## config.mk

```make
export PLATFORM = sky130hd
export DESIGN_NAME = uart_fifo_tx_flat
export DESIGN_NICKNAME = d
export VERILOG_FILES = /design/src/rtl/uart_pkg.sv /design/src/rtl/uart_fifo_tx_if.sv /design/src/rtl/uart_baud_gen.sv /design/src/rtl/uart_fifo_tx.sv /design/src/flat_wrapper.sv
export SDC_FILE = /design/constraint.sdc
export NUM_CORES = 1
export LEC_CHECK = 0
export CAP_MARGIN = 10
export CORE_MARGIN = 2
export CORE_UTILIZATION = 30
export CTS_CLUSTER_SIZE = 28
export DETAILED_ROUTE_END_ITERATION = 12
export MAX_ROUTING_LAYER = met4
export PLACE_DENSITY = 0.49
export SYNTH_ARGS = -nofsm -noshare
export SYNTH_HDL_FRONTEND = slang
export SYNTH_SLANG_ARGS = --single-unit
```

## constraint.sdc

```tcl
create_clock -name clock -period 3.72 [get_ports clock]
set_input_delay 0.558 -clock clock [delete_from_list [all_inputs] [get_ports clock]]
set_output_delay 0.558 -clock clock [all_outputs]
set_load 0.005 [all_outputs]
```

## src/rtl/uart_pkg.sv

```systemverilog
// Shared UART definitions: state codes, line level and baud helper.
// Used by the transmitter today and the receiver later.
package uart_pkg;

    typedef logic [1:0] state_t;

    localparam state_t ST_IDLE  = 2'd0;
    localparam state_t ST_START = 2'd1;
    localparam state_t ST_DATA  = 2'd2;
    localparam state_t ST_STOP  = 2'd3;

    localparam logic LINE_IDLE = 1'b1;

    // Clock cycles per serial bit, truncated.
    function automatic int clks_per_bit(input int clk_freq, input int baud);
        return clk_freq / baud;
    endfunction

endpackage

```

## src/rtl/uart_fifo_tx_if.sv

```systemverilog
// FIFO read-side bundle between the byte FIFO and the transmitter.
// master = transmitter (pops), slave = FIFO (supplies head word).
interface uart_fifo_tx_if #(
    parameter int DATA_WIDTH = 8
);
    logic                  fifo_empty;
    logic [DATA_WIDTH-1:0] fifo_data;
    logic                  fifo_read_en;

    modport master (
        input  fifo_empty,
        input  fifo_data,
        output fifo_read_en
    );

    modport slave (
        output fifo_empty,
        output fifo_data,
        input  fifo_read_en
    );
endinterface

```

## src/rtl/uart_baud_gen.sv

```systemverilog
// Free-running bit-period counter with synchronous clear.
// tick is high for one cycle at terminal count.
module uart_baud_gen
    import uart_pkg::*;
#(
    parameter int CLKS_PER_BIT = 4
) (
    input  logic clock,
    input  logic reset_n,
    input  logic clear,
    output logic tick
);
    localparam int CW = (CLKS_PER_BIT > 1) ? $clog2(CLKS_PER_BIT) : 1;
    localparam logic [CW-1:0] TERM = CW'(CLKS_PER_BIT - 1);

    logic [CW-1:0] cnt_q;
    logic [CW-1:0] cnt_d;

    assign tick = !clear && (cnt_q == TERM);

    // Next count: hold at zero while cleared, wrap at terminal count.
    always_comb begin
        cnt_d = cnt_q + CW'(1);
        if (clear || tick) begin
            cnt_d = '0;
        end
    end

    // Count register.
    always_ff @(posedge clock or negedge reset_n) begin
        if (!reset_n) begin
            cnt_q <= '0;
        end else begin
            cnt_q <= cnt_d;
        end
    end

endmodule

```

## src/rtl/uart_fifo_tx.sv

```systemverilog
// FIFO-fed UART transmitter: pops one word per frame and sends it
// LSB first as 8N1/8N2 with registered tx, busy and pop outputs.
module uart_fifo_tx
    import uart_pkg::*;
#(
    parameter int DATA_WIDTH = 8,
    parameter int CLK_FREQ   = 27_000_000,
    parameter int BAUD       = 115200,
    parameter int STOP_BITS  = 1
) (
    input  logic                  clock,
    input  logic                  reset_n,
    input  logic                  enable,
    uart_fifo_tx_if.master        fifo,
    output logic                  tx,
    output logic                  busy,
    output logic                  frame_done
);
    localparam int CPB = clks_per_bit(CLK_FREQ, BAUD);
    localparam int BW  = $clog2(DATA_WIDTH) + 1;
    localparam logic [BW-1:0] LAST_DATA = BW'(DATA_WIDTH - 1);
    localparam logic [BW-1:0] LAST_STOP = BW'(STOP_BITS - 1);

    state_t                state_q, state_d;
    logic [DATA_WIDTH-1:0] shift_q, shift_d;
    logic [BW-1:0]         bit_q, bit_d;
    logic                  tx_q, tx_d;
    logic                  rd_q, rd_d;
    logic                  busy_q, busy_d;
    logic                  done_q, done_d;
    logic                  tick;
    logic                  baud_clear;

    // Baud counter sits at zero in IDLE so a frame starts aligned.
    assign baud_clear = (state_q == ST_IDLE);

    uart_baud_gen #(
        .CLKS_PER_BIT(CPB)
    ) u_baud (
        .clock  (clock),
        .reset_n(reset_n),
        .clear  (baud_clear),
        .tick   (tick)
    );

    // Frame sequencing and next values of all registered outputs.
    always_comb begin
        state_d = state_q;
        shift_d = shift_q;
        bit_d   = bit_q;
        tx_d    = tx_q;
        busy_d  = busy_q;
        rd_d    = 1'b0;
        done_d  = 1'b0;
        unique case (state_q)
            ST_IDLE: begin
                if (enable && !fifo.fifo_empty) begin
                    state_d = ST_START;
                    shift_d = fifo.fifo_data;
                    bit_d   = '0;
                    rd_d    = 1'b1;
                    tx_d    = 1'b0;
                    busy_d  = 1'b1;
                end
            end
            ST_START: begin
                if (tick) begin
                    state_d = ST_DATA;
                    tx_d    = shift_q[0];
                    shift_d = shift_q >> 1;
                    bit_d   = '0;
                end
            end
            ST_DATA: begin
                if (tick) begin
                    if (bit_q == LAST_DATA) begin
                        state_d = ST_STOP;
                        tx_d    = LINE_IDLE;
                        bit_d   = '0;
                    end else begin
                        tx_d    = shift_q[0];
                        shift_d = shift_q >> 1;
                        bit_d   = bit_q + BW'(1);
                    end
                end
            end
            ST_STOP: begin
                if (tick) begin
                    if (bit_q == LAST_STOP) begin
                        state_d = ST_IDLE;
                        tx_d    = LINE_IDLE;
                        busy_d  = 1'b0;
                        done_d  = 1'b1;
                    end else begin
                        bit_d = bit_q + BW'(1);
                    end
                end
            end
            default: begin
                state_d = ST_IDLE;
            end
        endcase
    end

    // State and output registers; reset forces the line idle at once.
    always_ff @(posedge clock or negedge reset_n) begin
        if (!reset_n) begin
            state_q <= ST_IDLE;
            shift_q <= '0;
            bit_q   <= '0;
            tx_q    <= LINE_IDLE;
            rd_q    <= 1'b0;
            busy_q  <= 1'b0;
            done_q  <= 1'b0;
        end else begin
            state_q <= state_d;
            shift_q <= shift_d;
            bit_q   <= bit_d;
            tx_q    <= tx_d;
            rd_q    <= rd_d;
            busy_q  <= busy_d;
            done_q  <= done_d;
        end
    end

    assign fifo.fifo_read_en = rd_q;
    assign tx                = tx_q;
    assign busy              = busy_q;
    assign frame_done        = done_q;

endmodule

```

## src/flat_wrapper.sv

```systemverilog
// flat-port wrapper written by rule: the top's interface ports become plain ports
module uart_fifo_tx_flat import uart_pkg::*;
#(
    parameter int DATA_WIDTH = 8,
    parameter int CLK_FREQ   = 27_000_000,
    parameter int BAUD       = 115200,
    parameter int STOP_BITS  = 1
)
  (clock, reset_n, enable, tx, busy, frame_done, fifo_fifo_empty, fifo_fifo_data, fifo_fifo_read_en);
  uart_fifo_tx_if #(.DATA_WIDTH(DATA_WIDTH)) fifo_i ();
  input  logic clock;
  input  logic reset_n;
  input  logic enable;
  output logic tx;
  output logic busy;
  output logic frame_done;
  input wire logic [$bits(fifo_i.fifo_empty)-1:0] fifo_fifo_empty;
  input wire logic [$bits(fifo_i.fifo_data)-1:0] fifo_fifo_data;
  output wire logic [$bits(fifo_i.fifo_read_en)-1:0] fifo_fifo_read_en;
  assign fifo_i.fifo_empty = fifo_fifo_empty;
  assign fifo_i.fifo_data = fifo_fifo_data;
  assign fifo_fifo_read_en = fifo_i.fifo_read_en;
  uart_fifo_tx #(.DATA_WIDTH(DATA_WIDTH), .CLK_FREQ(CLK_FREQ), .BAUD(BAUD), .STOP_BITS(STOP_BITS)) u_core (.clock(clock), .reset_n(reset_n), .enable(enable), .fifo(fifo_i), .tx(tx), .busy(busy), .frame_done(frame_done));
endmodule
```

After elaboration in Yosys (flattened, before gate mapping) --
Cells that the tools add are included.
Storage, ports and cells: register bits after elaboration 26, latch bits 0, memory bits (writable) 0, memory bits (read-only) 0, bits of input ports 12, output and inout bits 4, logic and storage cells 73, memories kept 0
Cells by class: add/subtract/negate cells 2, multiply operators 0, div/mod/pow operators 0, magnitude comparators 0, equality and inequality tests 13, shift-type cells 0, mux-type cells 36, bitwise logic cells 0, reductions and logical operators 14
Operators by type and width (number):
- $mux 8 | 5
- $mux 4 | 6
- $pmux 8 s3 | 1
- $pmux 4 s4 | 1
- $reduce_and 5->1 | 3
- $mux 1 | 14
- $mux 2 | 6
- $ne 2x2->1 const B | 5
- $add 8x1->8 const B | 1
- $eq 8x8->1 const B | 1
- $pmux 2 s4 | 1
- $ne 2x1->1 const B | 3
- $reduce_and 6->1 | 1
- $add 4x1->4 const B | 1
- $eq 2x2->1 const B | 2
- $eq 4x3->1 const B | 1
- $logic_not 4->1 | 1
- $pmux 1 s4 | 1
- $reduce_and 4->1 | 1
- $reduce_bool 3->1 | 1
- $eq 2x1->1 const B | 1
- $logic_and 1x1->1 | 2
- $logic_not 1->1 | 2
- $logic_not 2->1 | 1
- 3 further kinds | 3

Longest topological paths before layout --
Gate-level depths: netlist of run 1.
depth after elaboration 5, mapped depth 7

By module --
A second synthesis of run 1 with hierarchy kept.
Second synthesis, totals: cells, all modules 144, area, all modules 1468.9 µm²
Modules (own cells, without submodules):
- uart_fifo_tx | times used 1, cells an instance 101, area each 1031.0 µm², seq. area each 451.7 µm²
- uart_baud_gen | times used 1, cells an instance 43, area each 437.9 µm², seq. area each 200.2 µm²

Least setup slack after synthesis of run 1 --
Ideal clock, no wire load.
path type flip-flop to flip-flop, start point reg u_core.state_q[0], end point reg u_core.shift_q[0], data arrival time 2.171 ns, data required time 3.595 ns, setup slack 1.425 ns, cell stages (with the launch flop) 7, clock period less this slack 2.295 ns, path through dfrtp_1 inv_1 ha_1 or4_1 buf_2 a221oi_4 mux2_2
Between the ends: word-level cells in the longest chain between the ends 5, elaborated cells on any way between the ends 12
Ends and longest elaborated chain:
- start: declaration | RTL line uart_fifo_tx.sv:24 | state_t state_q, state_d;
- start signal: assignment | RTL line uart_fifo_tx.sv:116 | state_q <= state_d;
- $logic_not 2->1 | RTL line uart_fifo_tx.sv:35, uart_fifo_tx.sv:55
- $logic_not 1->1 | RTL line uart_baud_gen.sv:19 | assign tick = !clear && (cnt_q == TERM);
- $logic_and 1x1->1 | RTL line uart_baud_gen.sv:19
- $ne 2x2->1 (no source line)
- $reduce_and 5->1 (no source line)
- end signal: assignment | RTL line uart_fifo_tx.sv:117 | shift_q <= shift_d;
- end: declaration | RTL line uart_fifo_tx.sv:25 | logic [DATA_WIDTH-1:0] shift_q, shift_d;
Parallel ways exist; a longest one is shown, timed or not. A chain may end at the register's enable or synchronous reset.

Worst setup path in the final report of run 1 --
start point reg u_core.state_q[0], end point reg u_core.shift_q[3]
Same word-level chain as after synthesis.

==> flow_summary.toml, run 1 <==
[run_status]
run_status = "complete, no violations"

[clock_tree]
h-tree-depth = 1
cts-resized-gates = 0
cts_made_buffers = 3
tritoncts = "yes"
ctsLongestPathBuffers = 2
insertion_delay_ps = 270
clock-root-buffer = "sky130_fd_sc_hd__clkbuf_8"
post_cts_buffers = 0
path_clk_slew_ps = 90
holdBufCountCts = 0
cts.sink_count = 26

[pwr]
max-vdd-ir-drop_uv = 141
p_leak_nw = 0.682
power_per_cell_area_mw_per_mm2 = 322
power_consumption_mw = 0.547

[routing]
drt_iter0_markers = 87
dr_total_vias = 996
drtPass1Iterations = 4
remaining_drc_errors = 0
detail_route.wirelength_um = 2630
vias_per_cell = 5.03
routedWlPerCell_um = 13.3
ant_nets = 0

[sta]
worst_slew_margin_rel_pct = 35.9
slew_viol_final = 0
post-route-period-util_pct = 68.3
grt_setup_unrepaired = "false"
tightest_slew_ps = 954
f_max_ghz = 0.394
hold_viol = 0
final_critical_path_setup_slack_ps = 1180
final.setup_skew_ps = 5.59
min_period_ps = 2540
setup_viol = 0
hold-worst-slack_ps = 502
fin_setup_tns_ps = 0

[cells_and_area]
filler_cell_count = 439
post_route_cells_drive_above_1_share_pct = 18.5
antenna-diode-count = 0
syn_to_final_growth_pct = 19.9
final_design_utilization_pct = 38.2
finalNetCount = 168

[critical_path]
reg2reg_setup_slack_ps = 1180
endpoint_of_the_lowest_slack_register_to_register_path = "u_core.shift_q[3]"
cp-end-kind = "flop"
crit_path_start_kind = "flop"
critical_path_arrival_ps = 2700
worstRegToRegCells = 5
critical_path.max_fanout = 8
worst-setup-path-type = "flop to flop"
worst_ep_required_ps = 3880
crit-reg2reg-launch = "u_core.state_q[0]"

[placed_design]
detailedPlacementHpwl_um = 2010
io_buffer_count = 15
gp_weighted_congestion = 0.843
pre_cts_ws_ps = 1040

[yosys]
post_synth.cell_area_avg_um2 = 11.0
synth_top_area_share_pct = 44.2
postSynthNetCount = 150
synth_ff_type = "sky130_fd_sc_hd__dfrtp_1"
ys_seq_elements = 26
async_reset_ff_share_pct = 100
netlist_area_mm2 = 0.00142
syn-instance-count = 129
yosys.area.top_type = "sky130_fd_sc_hd__dfrtp_1"
post_synth_edffs = 0
synth.area.top_cells = "sky130_fd_sc_hd__dfrtp_1 (44%), sky130_fd_sc_hd__mux2_2 (14%), sky130_fd_sc_hd__ha_1 (8.0%)"
ys.warnings.count = 0
seq_area_frac_synth_pct = 46.1
ys_types = 39

[grt]
grt_pass1_vias = 991
globalRoute.totalOverflow = 0
grt_start_max_net_pins = 27
antenna_found_initial = 0
wire_length_of_the_first_global_routing_pass_um = 4630
grt_use_total_pct = 11.5

[floorplanning]
dieArea_mm2 = 0.00528
core_area_mm2 = 0.00444
io-pin-count = 16
floorplan.initialDensity_pct = 31.8
die-height_um = 72.7
std_cell_rows = 24
die_x_extent_um = 72.7

[hold_path]
timing.hold.worst_path_depth = 1
worst_hold_startpoint = "u_core.u_baud.cnt_q[0]"
timing.hold.worst.class = "flop to flop"
holdPathEnd = "u_core.u_baud.cnt_q[0]"

[run]
timing.max_cap.violations = 0
==> cells by family (layout without fill, tap and decap cells) <==
group	Yosys count	in the layout	share of synthesized area (%)
flops	26	26	46.1
simple gates	38	38	13.4
mux	18	18	14.3
compound gates	22	22	12.1
xor+xnor	5	5	3.10
buf+inv	11	28	3.01
fa+ha+maj	9	9	7.96
==> routing by layer <==
layer | vias up | share of wire [%] | global-route usage [%]
met3 | 2 | 3.0 | 2.07
li1 | 493 | - | -
met2 | 11 | 49 | 17.4
met4 | 0 | 0.87 | 4.32
met1 | 490 | 47 | 15.5
met5 | - | 0 | -
==> cell type report <==
cell class                      count  area [um2]  area share (%)
Clock buffer                        3        41.3            2.43
Clock inverter                      1        30.0            1.77
Tap cell                           52        65.1            3.83
Multi-Input combinational cell     92         721            42.5
Inverter                            8        30.0            1.77
Timing Repair Buffer               16         158            9.29
Sequential cell                    26         652            38.4
==> cells in the final DEF, fill, tap and decap left out, types with 2 or more instances in the layout <==
cell	count
sky130_fd_sc_hd__xnor2_1	3
sky130_fd_sc_hd__ha_1	9
sky130_fd_sc_hd__nor2_1	11
sky130_fd_sc_hd__nand2_1	8
sky130_fd_sc_hd__nor3_1	3
sky130_fd_sc_hd__clkdlybuf4s50_1	15
sky130_fd_sc_hd__a31oi_1	2
sky130_fd_sc_hd__nand2b_1	2
sky130_fd_sc_hd__clkbuf_8	3
sky130_fd_sc_hd__mux2_2	18
sky130_fd_sc_hd__nand4_1	2
sky130_fd_sc_hd__o21ai_0	7
sky130_fd_sc_hd__nand3_1	3
sky130_fd_sc_hd__dfrtp_1	25
sky130_fd_sc_hd__a22oi_1	2
sky130_fd_sc_hd__xor2_1	2
sky130_fd_sc_hd__inv_1	8
==> critical path, cell delays in order (launching register included) <==
cell	delay (ps)
sky130_fd_sc_hd__dfrtp_1	410
sky130_fd_sc_hd__inv_1	90
sky130_fd_sc_hd__ha_1	290
sky130_fd_sc_hd__or4_1	700
sky130_fd_sc_hd__a221oi_4	550
sky130_fd_sc_hd__mux2_2	390
==> state kept, by name, indices dropped and copies added (netlist names) <==
name and flops:
u_core.tx 1, u_core.fifo.fifo_read_en 1, u_core.u_baud.cnt_q 8, u_core.shift_q 8, u_core.frame_done 1, u_core.bit_q 4, u_core.state_q 2, u_core.busy 1
==> power breakdown <==
group,internal [mW],switching [mW]
clock network,0.144,0.0875
registers,0.287,0.00196
logic,0.0173,0.00963
total,0.448,0.0991
==> worst max path at each step <==
stage / endpoint / depth (start not counted) / from / slack, ps
floorplan: u_core.shift_q[0] / 6 / u_core.state_q[0] / 1420
global placement: u_core.bit_q[0] / 5 / fifo_fifo_empty / 1100
detailed placement: u_core.bit_q[0] / 5 / fifo_fifo_empty / 1040
CTS: u_core.shift_q[7] / 5 / u_core.state_q[0] / 1150
global route: u_core.shift_q[7] / 5 / u_core.state_q[0] / 1000
finish: u_core.shift_q[3] / 5 / u_core.state_q[0] / 1180
==> metrics by stage <==
stage	cell area [um2]	cells
global placement	1630	194
floorplan	1420	129
CTS	1700	198
global route	1700	198
finish	1700	198
detailed placement	1630	194
==> synth_stat cells, drive strengths merged (3+ instances only) <==
library cell	instances
dfrtp	25
ha	9
inv	8
mux2	18
nand2	8
nand3	3
nor2	11
nor3	3
o21ai	7
xnor2	3
(Power assumes the default switching activity.)
==> run 2, diff against run 1 <==
Settings changed: PLACE_DENSITY 0.49 to 0.51.
Clock period 3.72 ns to 2.2 ns, I/O delays scaled along.
==> run 2 against run 1 <==
Against the previous run: cell count is 7.1% higher; sequential cell count is the same; setup slack worse by 1100 ps; die area did not move; critical path type unchanged; cell area grew 7.4%; first-iteration DRC count decreased by 56%; combinational power rose by 78%; routed wire length is 7.2% higher; highest routed layer unchanged; critical endpoint is now u_core.shift_q[6]; global-route usage is 0.43 points higher; total power is 54% higher; sequential share of layout area is 2.6 points lower; via count increased by 7.6%.
==> flow_summary.toml, run 2 (synthesized netlist as in run 1, its figures left out) <==
[sta]
worst_slew_margin_rel_pct = 68.0
min_period_ps = 2120
tightest_slew_ps = 475
hold_viol = 0
slew_viol_final = 0
grt_setup_unrepaired = "true"
final_critical_path_setup_slack_ps = 82.5
fin_setup_tns_ps = 0
f_max_ghz = 0.472
post-route-period-util_pct = 96.3
setup_viol = 0
final.setup_skew_ps = 3.61
hold-worst-slack_ps = 419

[routing]
dr_total_vias = 1072
detail_route.wirelength_um = 2820
drt_iter0_markers = 38
routedWlPerCell_um = 13.3
vias_per_cell = 5.06
ant_nets = 0
remaining_drc_errors = 0
drtPass1Iterations = 4

[placed_design]
io_buffer_count = 15
dpl_cell_area_mm2 = 0.00176
gp_weighted_congestion = 0.863
pre_cts_ws_ps = -1.17
detailedPlacementHpwl_um = 2140

[floorplanning]
die_x_extent_um = 72.7
dieArea_mm2 = 0.00528
die-height_um = 72.7
core_area_mm2 = 0.00444
io-pin-count = 16
floorplan.initialDensity_pct = 31.8
std_cell_rows = 24

[grt]
antenna_found_initial = 0
globalRoute.totalOverflow = 0
grt_pass1_vias = 1097
grt_start_max_net_pins = 27
wire_length_of_the_first_global_routing_pass_um = 4840
grt_use_total_pct = 11.9

[cells_and_area]
layout.cells.most_common_list = "sky130_fd_sc_hd__dfrtp_1 (25), sky130_fd_sc_hd__mux2_2 (16), sky130_fd_sc_hd__clkdlybuf4s50_1 (15)"
layout.cells.most_common = "sky130_fd_sc_hd__dfrtp_1"
largestRegisters = "u_core.shift_q x8, u_core.u_baud.cnt_q x8, u_core.bit_q x4"
finalNetCount = 182
syn_to_final_growth_pct = 28.7
postLayoutCellArea_mm2 = 0.00182
final_design_utilization_pct = 41.0
antenna-diode-count = 0
post_route_cells_drive_above_1_share_pct = 28.1

[pwr]
max-vdd-ir-drop_uv = 347
p_leak_nw = 0.753
power_per_cell_area_mw_per_mm2 = 461

[critical_path]
worst-setup-path-type = "flop to flop"
critical_path.max_fanout = 8
crit_path_start_kind = "flop"
cp-end-kind = "flop"
critical_path_arrival_ps = 2270
worst_ep_required_ps = 2360

[clock_tree]
ctsLongestPathBuffers = 2
cts.sink_count = 26
path_clk_slew_ps = 90
clock-root-buffer = "sky130_fd_sc_hd__clkbuf_8"
tritoncts = "yes"
post_cts_buffers = 0
h-tree-depth = 1
insertion_delay_ps = 270
cts_made_buffers = 3

[run_status]
run_status = "complete, no violations"

[hold_path]
timing.hold.worst.class = "primary input to asynchronous set/reset pin"

[run]
timing.max_cap.violations = 0
run 2: path summary, 6_finish.rpt:
| path | cells after the start | slack [ps] | end | startpoint |
|---|---|---|---|---|
| setup reg to reg | 7 | 80 | u_core.shift_q[6] | u_core.u_baud.cnt_q[1] |
| min in group clock | 1 | 520 | u_core.shift_q[5] | u_core.shift_q[5] |
| hold / removal | 2 | 420 | u_core.bit_q[0] | reset_n |
| setup / recovery | 7 | 80 | u_core.shift_q[6] | u_core.u_baud.cnt_q[1] |
| hold reg to reg | 1 | 520 | u_core.shift_q[5] | u_core.shift_q[5] |
| max in group asynchronous | 2 | 1490 | u_core.tx | reset_n |
run 2: critical path, stage by stage, from the launching register on:
cell	delay (ps)
sky130_fd_sc_hd__dfrtp_1	380
sky130_fd_sc_hd__inv_1	50
sky130_fd_sc_hd__ha_1	130
sky130_fd_sc_hd__nand4_1	100
sky130_fd_sc_hd__or4_4	520
sky130_fd_sc_hd__a221oi_4	310
sky130_fd_sc_hd__buf_12	170
sky130_fd_sc_hd__mux2_2	340
run 2: power breakdown:
group / internal, mW / switching, mW / leakage (nW)
registers: 0.485 / 0.00391 / 0.306
logic: 0.0314 / 0.0166 / 0.419
clock network: 0.160 / 0.144 / 0.0288
total: 0.676 / 0.164 / 0.753
run 2: timing repair:
| item | 4_1_cts | 5_1_grt |
|---|---|---|
| setup endpoints to repair | 0 | 8 |
| hold buffers | 0 | 0 |
| resized for setup | 0 | 1 |
run 2: cell type report:
cell class / instances / area, um2
timing repair buffer: 30 / 275
clock buffer: 4 / 55.1
sequential: 26 / 652
tap: 52 / 65.1
inverter: 8 / 30.0
multi-input combinational: 92 / 744
fill: 428 / 2620
run 2: layer usage:
metal  GRT usage [%]  vias to the layer above  wire length, um
li1                -                      522                -
met1            14.7                      529             1290
met2            20.0                       19             1400
met3            3.04                        2              111
met4            2.26                        0               15
met5               -                        -                0
run 2: metrics by stage:
| stage | power (mW) | cells |
|---|---|---|
| global route | 0.881 | 212 |
| global placement | 0.546 | 208 |
| finish | 0.840 | 212 |
| CTS | 0.860 | 212 |
| detailed placement | 0.548 | 208 |
| floorplan | 0.512 | 129 |
==> run 3, diff against run 2 <==
Settings changed: ABC_AREA from default to 0.
==> results of run 3 <==
Same layout as run 2: the final DEF is identical, and so are final timing and power.
